$ cat src/rtl/riscv_pkg.sv
// Shared core types: memory access sizes, load/store unit states and defaults.
package riscv_pkg;

  typedef enum logic [1:0] {
    MEM_BYTE = 2'd0,
    MEM_HALF = 2'd1,
    MEM_WORD = 2'd2
  } mem_size_e;

  typedef enum logic [1:0] {
    LSU_IDLE = 2'd0,
    LSU_REQ  = 2'd1,
    LSU_WAIT = 2'd2,
    LSU_DONE = 2'd3
  } lsu_state_e;

  localparam int LSU_TIMEOUT_CYC = 255;

  // Unknown size encodings are treated like a word so they stay aligned-checked.
  function automatic logic is_misaligned(mem_size_e size, logic [1:0] addr_lo);
    case (size)
      MEM_BYTE: return 1'b0;
      MEM_HALF: return addr_lo[0];
      default:  return addr_lo != 2'b00;
    endcase
  endfunction

endpackage

$ cat src/rtl/load_store_unit_if.sv
// Word-oriented memory bus between the load/store unit (master) and memory (slave).
interface load_store_unit_if;
  logic        bus_req;
  logic        bus_we;
  logic [31:0] bus_addr;
  logic [3:0]  bus_be;
  logic [31:0] bus_wdata;
  logic        bus_gnt;
  logic        bus_rvalid;
  logic [31:0] bus_rdata;

  modport master (
    output bus_req, bus_we, bus_addr, bus_be, bus_wdata,
    input  bus_gnt, bus_rvalid, bus_rdata
  );

  modport slave (
    input  bus_req, bus_we, bus_addr, bus_be, bus_wdata,
    output bus_gnt, bus_rvalid, bus_rdata
  );
endinterface

$ cat src/rtl/load_store_unit_load_extend.sv
// Picks the addressed byte/half out of a bus word and sign- or zero-extends it.
module load_extend
  import riscv_pkg::*;
(
  input  logic [31:0] word,
  input  logic [1:0]  addr,
  input  mem_size_e   size,
  input  logic        usign,
  output logic [31:0] ext
);

  logic [7:0]  byte_sel;
  logic [15:0] half_sel;

  always_comb begin
    byte_sel = word[7:0];
    case (addr)
      2'd1:    byte_sel = word[15:8];
      2'd2:    byte_sel = word[23:16];
      2'd3:    byte_sel = word[31:24];
      default: byte_sel = word[7:0];
    endcase
    half_sel = addr[1] ? word[31:16] : word[15:0];

    ext = word;
    case (size)
      MEM_BYTE: ext = usign ? {24'b0, byte_sel} : {{24{byte_sel[7]}}, byte_sel};
      MEM_HALF: ext = usign ? {16'b0, half_sel} : {{16{half_sel[15]}}, half_sel};
      default:  ext = word;
    endcase
  end

endmodule

$ cat src/rtl/load_store_unit.sv
// Load/store unit: turns core memory requests into single word-bus transactions,
// handling lane steering, alignment faults and a bus timeout.
module load_store_unit
  import riscv_pkg::*;
#(
  parameter int TIMEOUT_CYC = LSU_TIMEOUT_CYC
) (
  input  logic               clk,
  input  logic               rst,
  input  logic               mem_read,
  input  logic               mem_write,
  input  mem_size_e          mem_size,
  input  logic               mem_usign_load,
  input  logic [31:0]        addr,
  input  logic [31:0]        wdata,
  output logic               lsu_stall,
  output logic               lsu_done,
  output logic [31:0]        lsu_rdata,
  output logic               misaligned,
  output logic               bus_err,
  load_store_unit_if.master  mem_bus
);

  localparam int CNT_W = (TIMEOUT_CYC > 1) ? $clog2(TIMEOUT_CYC) : 1;
  localparam logic [CNT_W-1:0] TO_LAST = CNT_W'(TIMEOUT_CYC - 1);

  lsu_state_e        state_q, state_d;
  logic [CNT_W-1:0]  cnt_q, cnt_d;
  logic [1:0]        addr_lo_q, addr_lo_d;
  mem_size_e         size_q, size_d;
  logic              usign_q, usign_d;
  logic [31:0]       word_q, word_d;
  logic              req_q, req_d;
  logic              we_q, we_d;
  logic [31:0]       baddr_q, baddr_d;
  logic [3:0]        be_q, be_d;
  logic [31:0]       bwdata_q, bwdata_d;
  logic              done_q, done_d;
  logic              mis_q, mis_d;
  logic              err_q, err_d;

  logic [3:0]        st_be;
  logic [31:0]       st_data;
  logic              req_any, req_both, req_mis;
  logic [31:0]       ext_data;

  assign req_any  = mem_read | mem_write;
  assign req_both = mem_read & mem_write;
  assign req_mis  = is_misaligned(mem_size, addr[1:0]);

  always_comb begin
    st_be   = 4'b1111;
    st_data = wdata;
    case (mem_size)
      MEM_BYTE: begin
        st_be   = 4'b0001 << addr[1:0];
        st_data = {4{wdata[7:0]}};
      end
      MEM_HALF: begin
        st_be   = addr[1] ? 4'b1100 : 4'b0011;
        st_data = {2{wdata[15:0]}};
      end
      default: begin
        st_be   = 4'b1111;
        st_data = wdata;
      end
    endcase
  end

  always_comb begin
    state_d   = state_q;
    cnt_d     = cnt_q;
    addr_lo_d = addr_lo_q;
    size_d    = size_q;
    usign_d   = usign_q;
    word_d    = word_q;
    req_d     = req_q;
    we_d      = we_q;
    baddr_d   = baddr_q;
    be_d      = be_q;
    bwdata_d  = bwdata_q;
    done_d    = 1'b0;
    mis_d     = 1'b0;
    err_d     = 1'b0;
    lsu_stall = 1'b0;

    case (state_q)
      LSU_IDLE: begin
        lsu_stall = req_any;
        if (req_any) begin
          addr_lo_d = addr[1:0];
          size_d    = mem_size;
          usign_d   = mem_usign_load;
          word_d    = '0;
          if (req_both || req_mis) begin
            state_d = LSU_DONE;
            done_d  = 1'b1;
            mis_d   = req_mis;
            err_d   = req_both;
          end else begin
            state_d  = LSU_REQ;
            cnt_d    = '0;
            req_d    = 1'b1;
            we_d     = mem_write;
            baddr_d  = {addr[31:2], 2'b00};
            be_d     = mem_write ? st_be : 4'b1111;
            bwdata_d = mem_write ? st_data : 32'h0;
          end
        end
      end
      LSU_REQ: begin
        lsu_stall = 1'b1;
        cnt_d     = cnt_q + CNT_W'(1);
        // A grant in the last allowed cycle still counts as accepted.
        if (mem_bus.bus_gnt || cnt_q == TO_LAST) begin
          req_d    = 1'b0;
          we_d     = 1'b0;
          baddr_d  = '0;
          be_d     = '0;
          bwdata_d = '0;
          if (!mem_bus.bus_gnt) begin
            state_d = LSU_DONE;
            done_d  = 1'b1;
            err_d   = 1'b1;
          end else if (we_q) begin
            state_d = LSU_DONE;
            done_d  = 1'b1;
          end else begin
            state_d = LSU_WAIT;
          end
        end
      end
      LSU_WAIT: begin
        lsu_stall = 1'b1;
        cnt_d     = cnt_q + CNT_W'(1);
        if (mem_bus.bus_rvalid) begin
          word_d  = mem_bus.bus_rdata;
          state_d = LSU_DONE;
          done_d  = 1'b1;
        end else if (cnt_q == TO_LAST) begin
          word_d  = '0;
          state_d = LSU_DONE;
          done_d  = 1'b1;
          err_d   = 1'b1;
        end
      end
      LSU_DONE: begin
        state_d = LSU_IDLE;
      end
      default: begin
        state_d = LSU_IDLE;
      end
    endcase
  end

  always_ff @(posedge clk) begin
    if (rst) begin
      state_q   <= LSU_IDLE;
      cnt_q     <= '0;
      addr_lo_q <= '0;
      size_q    <= MEM_BYTE;
      usign_q   <= 1'b0;
      word_q    <= '0;
      req_q     <= 1'b0;
      we_q      <= 1'b0;
      baddr_q   <= '0;
      be_q      <= '0;
      bwdata_q  <= '0;
      done_q    <= 1'b0;
      mis_q     <= 1'b0;
      err_q     <= 1'b0;
    end else begin
      state_q   <= state_d;
      cnt_q     <= cnt_d;
      addr_lo_q <= addr_lo_d;
      size_q    <= size_d;
      usign_q   <= usign_d;
      word_q    <= word_d;
      req_q     <= req_d;
      we_q      <= we_d;
      baddr_q   <= baddr_d;
      be_q      <= be_d;
      bwdata_q  <= bwdata_d;
      done_q    <= done_d;
      mis_q     <= mis_d;
      err_q     <= err_d;
    end
  end

  load_extend u_load_extend (
    .word  (word_q),
    .addr  (addr_lo_q),
    .size  (size_q),
    .usign (usign_q),
    .ext   (ext_data)
  );

  assign mem_bus.bus_req   = req_q;
  assign mem_bus.bus_we    = we_q;
  assign mem_bus.bus_addr  = baddr_q;
  assign mem_bus.bus_be    = be_q;
  assign mem_bus.bus_wdata = bwdata_q;

  assign lsu_done   = done_q;
  assign misaligned = mis_q;
  assign bus_err    = err_q;
  assign lsu_rdata  = done_q ? ext_data : 32'h0;

endmodule

$ cat src/flat_wrapper.sv
// flat-port wrapper written by rule: the top's interface ports become plain ports
module load_store_unit_flat import riscv_pkg::*;
#(
  parameter int TIMEOUT_CYC = LSU_TIMEOUT_CYC
)
  (clk, rst, mem_read, mem_write, mem_size, mem_usign_load, addr, wdata, lsu_stall, lsu_done, lsu_rdata, misaligned, bus_err, mem_bus_bus_req, mem_bus_bus_we, mem_bus_bus_addr, mem_bus_bus_be, mem_bus_bus_wdata, mem_bus_bus_gnt, mem_bus_bus_rvalid, mem_bus_bus_rdata);
  load_store_unit_if mem_bus_i ();
  input  logic clk;
  input  logic rst;
  input  logic mem_read;
  input  logic mem_write;
  input  mem_size_e mem_size;
  input  logic mem_usign_load;
  input  logic [31:0] addr;
  input  logic [31:0] wdata;
  output logic lsu_stall;
  output logic lsu_done;
  output logic [31:0] lsu_rdata;
  output logic misaligned;
  output logic bus_err;
  output wire logic [$bits(mem_bus_i.bus_req)-1:0] mem_bus_bus_req;
  output wire logic [$bits(mem_bus_i.bus_we)-1:0] mem_bus_bus_we;
  output wire logic [$bits(mem_bus_i.bus_addr)-1:0] mem_bus_bus_addr;
  output wire logic [$bits(mem_bus_i.bus_be)-1:0] mem_bus_bus_be;
  output wire logic [$bits(mem_bus_i.bus_wdata)-1:0] mem_bus_bus_wdata;
  input wire logic [$bits(mem_bus_i.bus_gnt)-1:0] mem_bus_bus_gnt;
  input wire logic [$bits(mem_bus_i.bus_rvalid)-1:0] mem_bus_bus_rvalid;
  input wire logic [$bits(mem_bus_i.bus_rdata)-1:0] mem_bus_bus_rdata;
  assign mem_bus_bus_req = mem_bus_i.bus_req;
  assign mem_bus_bus_we = mem_bus_i.bus_we;
  assign mem_bus_bus_addr = mem_bus_i.bus_addr;
  assign mem_bus_bus_be = mem_bus_i.bus_be;
  assign mem_bus_bus_wdata = mem_bus_i.bus_wdata;
  assign mem_bus_i.bus_gnt = mem_bus_bus_gnt;
  assign mem_bus_i.bus_rvalid = mem_bus_bus_rvalid;
  assign mem_bus_i.bus_rdata = mem_bus_bus_rdata;
  load_store_unit #(.TIMEOUT_CYC(TIMEOUT_CYC)) u_core (.clk(clk), .rst(rst), .mem_read(mem_read), .mem_write(mem_write), .mem_size(mem_size), .mem_usign_load(mem_usign_load), .addr(addr), .wdata(wdata), .lsu_stall(lsu_stall), .lsu_done(lsu_done), .lsu_rdata(lsu_rdata), .misaligned(misaligned), .bus_err(bus_err), .mem_bus(mem_bus_i));
endmodule
$ cat config.mk
export PLATFORM = sky130hd
export DESIGN_NAME = load_store_unit_flat
export DESIGN_NICKNAME = d
export VERILOG_FILES = /design/src/rtl/riscv_pkg.sv /design/src/rtl/load_store_unit_if.sv /design/src/rtl/load_store_unit_load_extend.sv /design/src/rtl/load_store_unit.sv /design/src/flat_wrapper.sv
export SDC_FILE = /design/constraint.sdc
export NUM_CORES = 1
export LEC_CHECK = 0
export BUFFER_PORTS_ARGS = -buffer_cell sky130_fd_sc_hd__buf_2
export CAP_MARGIN = 10
export CORE_MARGIN = 3
export CORE_UTILIZATION = 46
export CTS_BUF_LIST = sky130_fd_sc_hd__clkbuf_8
export DETAILED_ROUTE_END_ITERATION = 7
export HOLD_SLACK_MARGIN = 0.02
export PLACE_DENSITY_LB_ADDON = 0.3
export SLEW_MARGIN = 0
export SYNTH_ARGS = -nofsm -noshare
export SYNTH_HDL_FRONTEND = slang
export SYNTH_SLANG_ARGS = --single-unit
$ cat constraint.sdc
create_clock -name clk -period 2 [get_ports clk]
set_input_delay 0.2 -clock clk [delete_from_list [all_inputs] [get_ports clk]]
set_output_delay 0.2 -clock clk [all_outputs]
set_load 0.1 [all_outputs]
=== Word level (Yosys, flattened, before mapping) ===
Cells that the tools add are included.

* Flip-flop bits (word level): 120
* Output and inout port bits: 106

* Bitwise operators: 5
* Equal/unequal tests: 13
* Add/subtract/negate cells: 1
* Shift operators: 1
* Mux-type cells: 60
* Reduce and logical (&&, ||, !) cells: 16

{| class="wikitable"
|+ Operators with widths
! kind !! count
|-
| $mux 32 || 12
|-
| $pmux 32 s2 || 5
|-
| $pmux 8 s3 || 1
|-
| $mux 4 || 5
|-
| $mux 1 || 18
|-
| $mux 16 || 1
|-
| $mux 8 || 2
|-
| $pmux 4 s2 || 2
|-
| $pmux 8 s2 || 1
|-
| $mux 2 || 6
|-
| $reduce_and 3->1 || 3
|-
| $add 8x1->8 const B || 1
|-
| $eq 2x1->1 const B || 4
|-
| $eq 2x2->1 const B || 4
|-
| $eq 8x8->1 const B || 1
|-
| $pmux 1 s2 || 4
|-
| $pmux 2 s4 || 1
|-
| $reduce_bool 2->1 || 4
|-
| $logic_not 2->1 || 3
|-
| $pmux 1 s3 || 2
|-
| $ne 2x1->1 const B || 2
|-
| $reduce_and 4->1 || 1
|-
| $reduce_or 4->1 || 1
|-
| $shl 1x2->4 const A || 1
|-
| 8 further kinds || 11
|}

=== Logic depth before layout (Yosys ltp) ===
* Word-level depth: 6
* Depth in mapped cells: 8
* Gate-level depth less buffers: 6

=== Cells and area by module ===
From an unflattened synthesis, not the netlist that was laid out.

* Cell total of the unflattened synthesis: 588
* Area total of the unflattened synthesis: 5730.5 um2

{| class="wikitable"
|+ By module, submodules not included
! module !! cells each !! area an instance (um2) !! times used
|-
| load_store_unit || 455 || 4747.1 || 1
|-
| load_extend || 133 || 983.4 || 1
|}

=== Worst setup path after synthesis ===
No wires, ideal clock.

* Path type: register -> output
* From: register u_core.done_q (netlist: u_core.lsu_done)
* To: output lsu_rdata[6]
* Stages on the path, launching flop included: 4
* Buffers on the path: 1
* Data required time: 1.800 ns
* Arrival time: 3.677 ns
* Slack: -1.877 ns
* Path through: dfxtp_1 > clkbuf_1 > o21ai_0 > a211oi_1

* Cells in the longest elaborated chain, start to end: 1

{| class="wikitable"
|+ RTL lines
! what !! RTL line !! text
|-
| start: declaration || load_store_unit.sv:38 || <nowiki>logic done_q, done_d;</nowiki>
|-
| start signal: assignment || load_store_unit.sv:184 || <nowiki>done_q <= done_d;</nowiki>
|-
| $mux 32 || load_store_unit.sv:207 || <nowiki>assign lsu_rdata = done_q ? ext_data : 32'h0;</nowiki>
|-
| end: declaration || flat_wrapper.sv:18 || <nowiki>output logic [31:0] lsu_rdata;</nowiki>
|}

Every way passes these cells.

=== Worst setup path after layout ===
* From: register u_core.addr_lo_q[0]
* To: output lsu_rdata[19]

* Cells in the longest elaborated chain, start to end: 5
* Elaborated cells between the ends (all ways): 7
* Classes of those cells: eq/ne (3); mux (4)

{| class="wikitable"
|+ RTL lines
! what !! RTL line !! text
|-
| start: declaration || load_store_unit.sv:29 || <nowiki>logic [1:0] addr_lo_q, addr_lo_d;</nowiki>
|-
| start signal: assignment || load_store_unit.sv:175 || <nowiki>addr_lo_q <= addr_lo_d;</nowiki>
|-
| $eq 2x2->1 / $eq 2x1->1 (equally long branches) || load_store_unit_load_extend.sv:17 || <nowiki>case (addr)</nowiki>
|-
| $pmux 8 s3 * || load_store_unit_load_extend.sv:17 ||
|-
| $mux 32 * || load_store_unit_load_extend.sv:27 || <nowiki>MEM_BYTE: ext = usign ? {24'b0, byte_sel} : {{24{byte_sel[7]}}, byte_sel};</nowiki>
|-
| $pmux 32 s2 * || load_store_unit_load_extend.sv:26 || <nowiki>case (size)</nowiki>
|-
| $mux 32 * || load_store_unit.sv:207 ||
|}

Mark *: on every way between the ends. The rest lies on a longest branch, timed or not.

==> metrics.csv <==
stage;metric;value;unit
finish;FILL cells;843;
setup_path;kind of critical path;register to output pin;
global_routing;initial antenna violation count;0;
die;Row Count;40;
routing;post-DR vias/cell;5.76;
timing;RSZ-0062 raised after global routing;true;
setup_path;Worst R2R Start;u_core.state_q[1]$_SDFFE_PP0P_;
min_path;min-delay src;addr[11];
pwr;Leakage;3.79;nW
setup_path;crit path capture type;output pin;
timing;Final Cycle Share;113;%
clock_network;H-tree depth;4;
finish;Antenna Cells;0;
timing;Least-Margin Pin Slew;0.565;ns
setup_path;Crit Path Max Fanout;8;
die;Initial Utilization;47.6;%
logic_synthesis;Yosys reg bits;118;
global_routing;wire length of the first global-routing pass;33.3;mm
timing;final hold vios;0;
routing;Initial DRC Count;488;
setup_path;Critical Path Max Stage Delay;0.55;ns
finish;Multi-input gate area;0.00355;mm^2
setup_path;Top delay family on crit path;multiplexers;
clock_network;sinks on the clock net;118;
die;die width;118;um
timing;Slew Limit Fails;0;
routing;DR DRC count;0;
setup_path;Critical Path, Cell by Cell;mux4_2, nand2b_4, a21oi_4, buf_8, a21o_4, buf_12;
clock_network;Worst-path clk slew;0.07;ns
place;pre-CTS setup slack;-0.00165;ns
routing;DRT antenna net count;0;
place;RD Place Congestion;0.909;
routing;drt total wl;20.8;mm
logic_synthesis;Synth Instances;671;
logic_synthesis;Post-synth EDFFs;0;
logic_synthesis;Post-Synthesis Cell Area;0.00576;mm^2
setup_path;Critical Path Start Type;register;
timing;Final setup viols;32;
die;area of the core;0.0121;mm^2
finish;synthesis-to-finish area growth;59.5;%
logic_synthesis;Synth cell types;52;
clock_network;clk_lat worst skew;0.45;ns
routing;Routed WL per cell;18.5;um
die;I/O pin count;211;
logic_synthesis;Syn. warnings;0;
min_path;worst min path class;input port to register;
die;Die Area;0.0139;mm^2
setup_path;Critical Path RT;1.80;ns
global_routing;total grt overflow;0;
timing;Rel. slew slack;62.1;%
place;detailed placement HPWL;13.7;mm
min_path;WHS Path Cells;3;
run_status;failing checks;negative setup slack;
logic_synthesis;post-synthesis sequential area ratio;41.0;%
logic_synthesis;syn avg cell area;8.58;um^2
logic_synthesis;async set-reset flop share out of synthesis;0;%
setup_path;WP buf/inv;2;
clock_network;clk buf depth;2;
routing;Vias;6469;
place;PortBufs;208;
timing;post-route minimum period;2.26;ns
finish;Layout Nets;1055;
pwr;total power;12.6;mW
logic_synthesis;ys flop type;dfxtp_1;
clock_network;Root Driver;clkbuf_8;
global_routing;All-Layer GR Usage;29.3;%
die;chip height;118;um
pwr;VDD IR-drop max;1910;uV
run_status;status;complete, but fails checks;
finish;layout cell share with drive strength beyond 1;37.8;%
run;Max Cap Viol;0;
pwr;PwrDens;1370;mW/mm^2
global_routing;vias in the first global route;6499;
finish;register area;0.00238;mm^2
global_routing;largest net degree at the start of global routing;46;
setup_path;reg2reg setup slack;0.08;ns
setup_path;Max stage delay cell, worst path;mux4_2;
min_path;Hold EP;u_core.mem_bus.bus_addr[11]$_SDFFE_PP0P_;
timing;FMAX;442;MHz
setup_path;FF-to-FF End;u_core.mem_bus.bus_addr[6]$_SDFFE_PP0P_;
clock_network;Num CTS Buffers;17;
clock_network;CTS tree;done;
timing;Worst Skew;0.00774;ns
timing;Setup WS post-layout;-0.263;ns
setup_path;FF-to-FF path depth;7;
setup_path;WP data arrival;2.06;ns
routing;Initial DRT Pass Iterations;5;
-- kinds of logic (layout without fill, tap and decap cells) --
| group | Yosys count | in the layout | synth area share [%] |
|---|---|---|---|
| buffers and inverters | 70 | 354 | 5.13 |
| adders and majority gates | 6 | 6 | 1.30 |
| xor gates and xnor gates | 1 | 1 | 0.152 |
| and+or+nand+nor | 151 | 151 | 13.4 |
| muxes | 44 | 44 | 9.56 |
| other | 1 | 2 | 0.0651 |
| AOI/OAI and AO/OA | 280 | 280 | 29.4 |
| DFF | 118 | 118 | 41.0 |
-- registers in the layout, indices dropped and copies added, names as in the netlist, 2 cells and up --
signal	count
u_core.state_q	2
u_core.addr_lo_q	2
u_core.word_q	32
u_core.size_q	2
u_core.cnt_q	8
u_core.mem_bus.bus_wdata	32
u_core.mem_bus.bus_be	4
u_core.mem_bus.bus_addr	30
-- worst register-to-register path: stages (launching register included) --
cell and delay, ns:
dfxtp_1 0.33, inv_1 0.09, ha_4 0.20, o21a_1 0.18, a221o_1 0.37, buf_6 0.21
o21ai_0 0.28, a21oi_1 0.12
-- Yosys cell counts, types with 4 or more instances --
| master | count | area (um^2) |
|---|---|---|
| dfxtp_1 | 118 | 2360 |
| o2bb2ai_1 | 16 | 140 |
| buf_2 | 11 | 55.1 |
| mux4_2 | 8 | 180 |
| clkbuf_1 | 41 | 154 |
| nor2_1 | 22 | 82.6 |
| mux2_2 | 8 | 90.1 |
| mux2i_1 | 28 | 280 |
| o22ai_1 | 8 | 50.1 |
| o21ai_1 | 4 | 20.0 |
| a22o_1 | 17 | 149 |
| nand2b_1 | 5 | 31.3 |
| buf_1 | 5 | 18.8 |
| ha_1 | 6 | 75.1 |
| o21ai_0 | 100 | 500 |
| a211oi_1 | 8 | 60.1 |
| nand3b_1 | 33 | 248 |
| a21o_1 | 19 | 143 |
| inv_1 | 9 | 33.8 |
| a21oi_1 | 86 | 430 |
| nand2_1 | 64 | 240 |
-- layer usage --
| metal | vias up | global-route usage, % | part of all wire, % |
|---|---|---|---|
| met1 | 3057 | 33.5 | 38 |
| met2 | 341 | 50.8 | 51 |
| met3 | 79 | 9.03 | 7.4 |
| li1 | 2992 | - | - |
| met5 | - | 0 | 0 |
| met4 | 0 | 11.9 | 4.2 |
-- where the power goes --
group	total [mW]	switching [mW]	leakage, nW	internal [mW]
combinational	7.20	5.09	2.61	2.11
sequential	3.06	0.291	0.963	2.77
clock	2.29	0.951	0.220	1.34
total	12.6	6.33	3.79	6.22
-- layout by cell type (no fill, tap or decap), types with 4 or more instances in the layout --
cell / n
buf_12: 38
mux4_2: 8
nand3b_1: 33
mux2_2: 8
dfxtp_2: 4
nor2_2: 8
nand2_1: 63
a21oi_4: 10
buf_2: 175
dlygate4sd3_1: 67
o2bb2ai_1: 16
o21ai_1: 5
nor2_1: 14
clkbuf_8: 21
a21o_4: 16
o21ai_0: 97
dfxtp_1: 111
ha_1: 5
o22ai_1: 7
a21oi_1: 74
inv_1: 9
buf_6: 5
mux2i_1: 28
a22o_1: 17
nand2b_1: 4
a211oi_4: 8
buf_4: 28
-- worst max-delay path by stage --
stage | startpoint | to | depth (start not counted)
floorplan | u_core.addr_lo_q[0]$_SDFFE_PP0P_ | lsu_rdata[21] | 6
global placement | u_core.state_q[0]$_SDFFE_PP0P_ | u_core.mem_bus.bus_wdata[28]$_SDFFE_PP0P_ | 6
detailed placement | u_core.state_q[0]$_SDFFE_PP0P_ | u_core.mem_bus.bus_wdata[28]$_SDFFE_PP0P_ | 6
CTS | u_core.addr_lo_q[0]$_SDFFE_PP0P_ | lsu_rdata[19] | 6
global route | u_core.addr_lo_q[0]$_SDFFE_PP0P_ | lsu_rdata[19] | 6
finish | u_core.addr_lo_q[0]$_SDFFE_PP0P_ | lsu_rdata[19] | 6
-- what timing repair did --
item	4_1_cts	5_1_grt
gates resized for setup	40	18
endpoints found under the hold margin	66	1
hold buffers	66	1
setup endpoints to repair	35	42
setup buffers	3	2
pin swaps	2	5
gates cloned	1	0
-- stage by stage --
| step | hold WS [ns] | instances | cell area [um^2] | util, % | TNS (ns) |
|---|---|---|---|---|---|
| 2_1_floorplan | 0.333 | 672 | 6000 | - | -0.840 |
| 3_3_place_gp | 0.433 | 1020 | 7810 | 64.5 | 0 |
| 3_5_place_dp | 0.445 | 1020 | 7810 | 64.5 | -0.00165 |
| 4_1_cts | 0.0206 | 1121 | 9100 | 75.2 | -6.61 |
| 5_1_grt | 0.0248 | 1124 | 9190 | 75.8 | -8.60 |
| 6_report | 0.0382 | 1124 | 9190 | 75.8 | -6.25 |
-- area by class of cell --
type	count	share of cell area [%]
multi-input combinational	484	38.7
clock inverter	10	1.40
inverter	9	0.409
timing repair buffer	314	28.2
tap	168	2.29
clock buffer	21	3.15
sequential	118	25.9
Power figures use the tool's default switching activity.
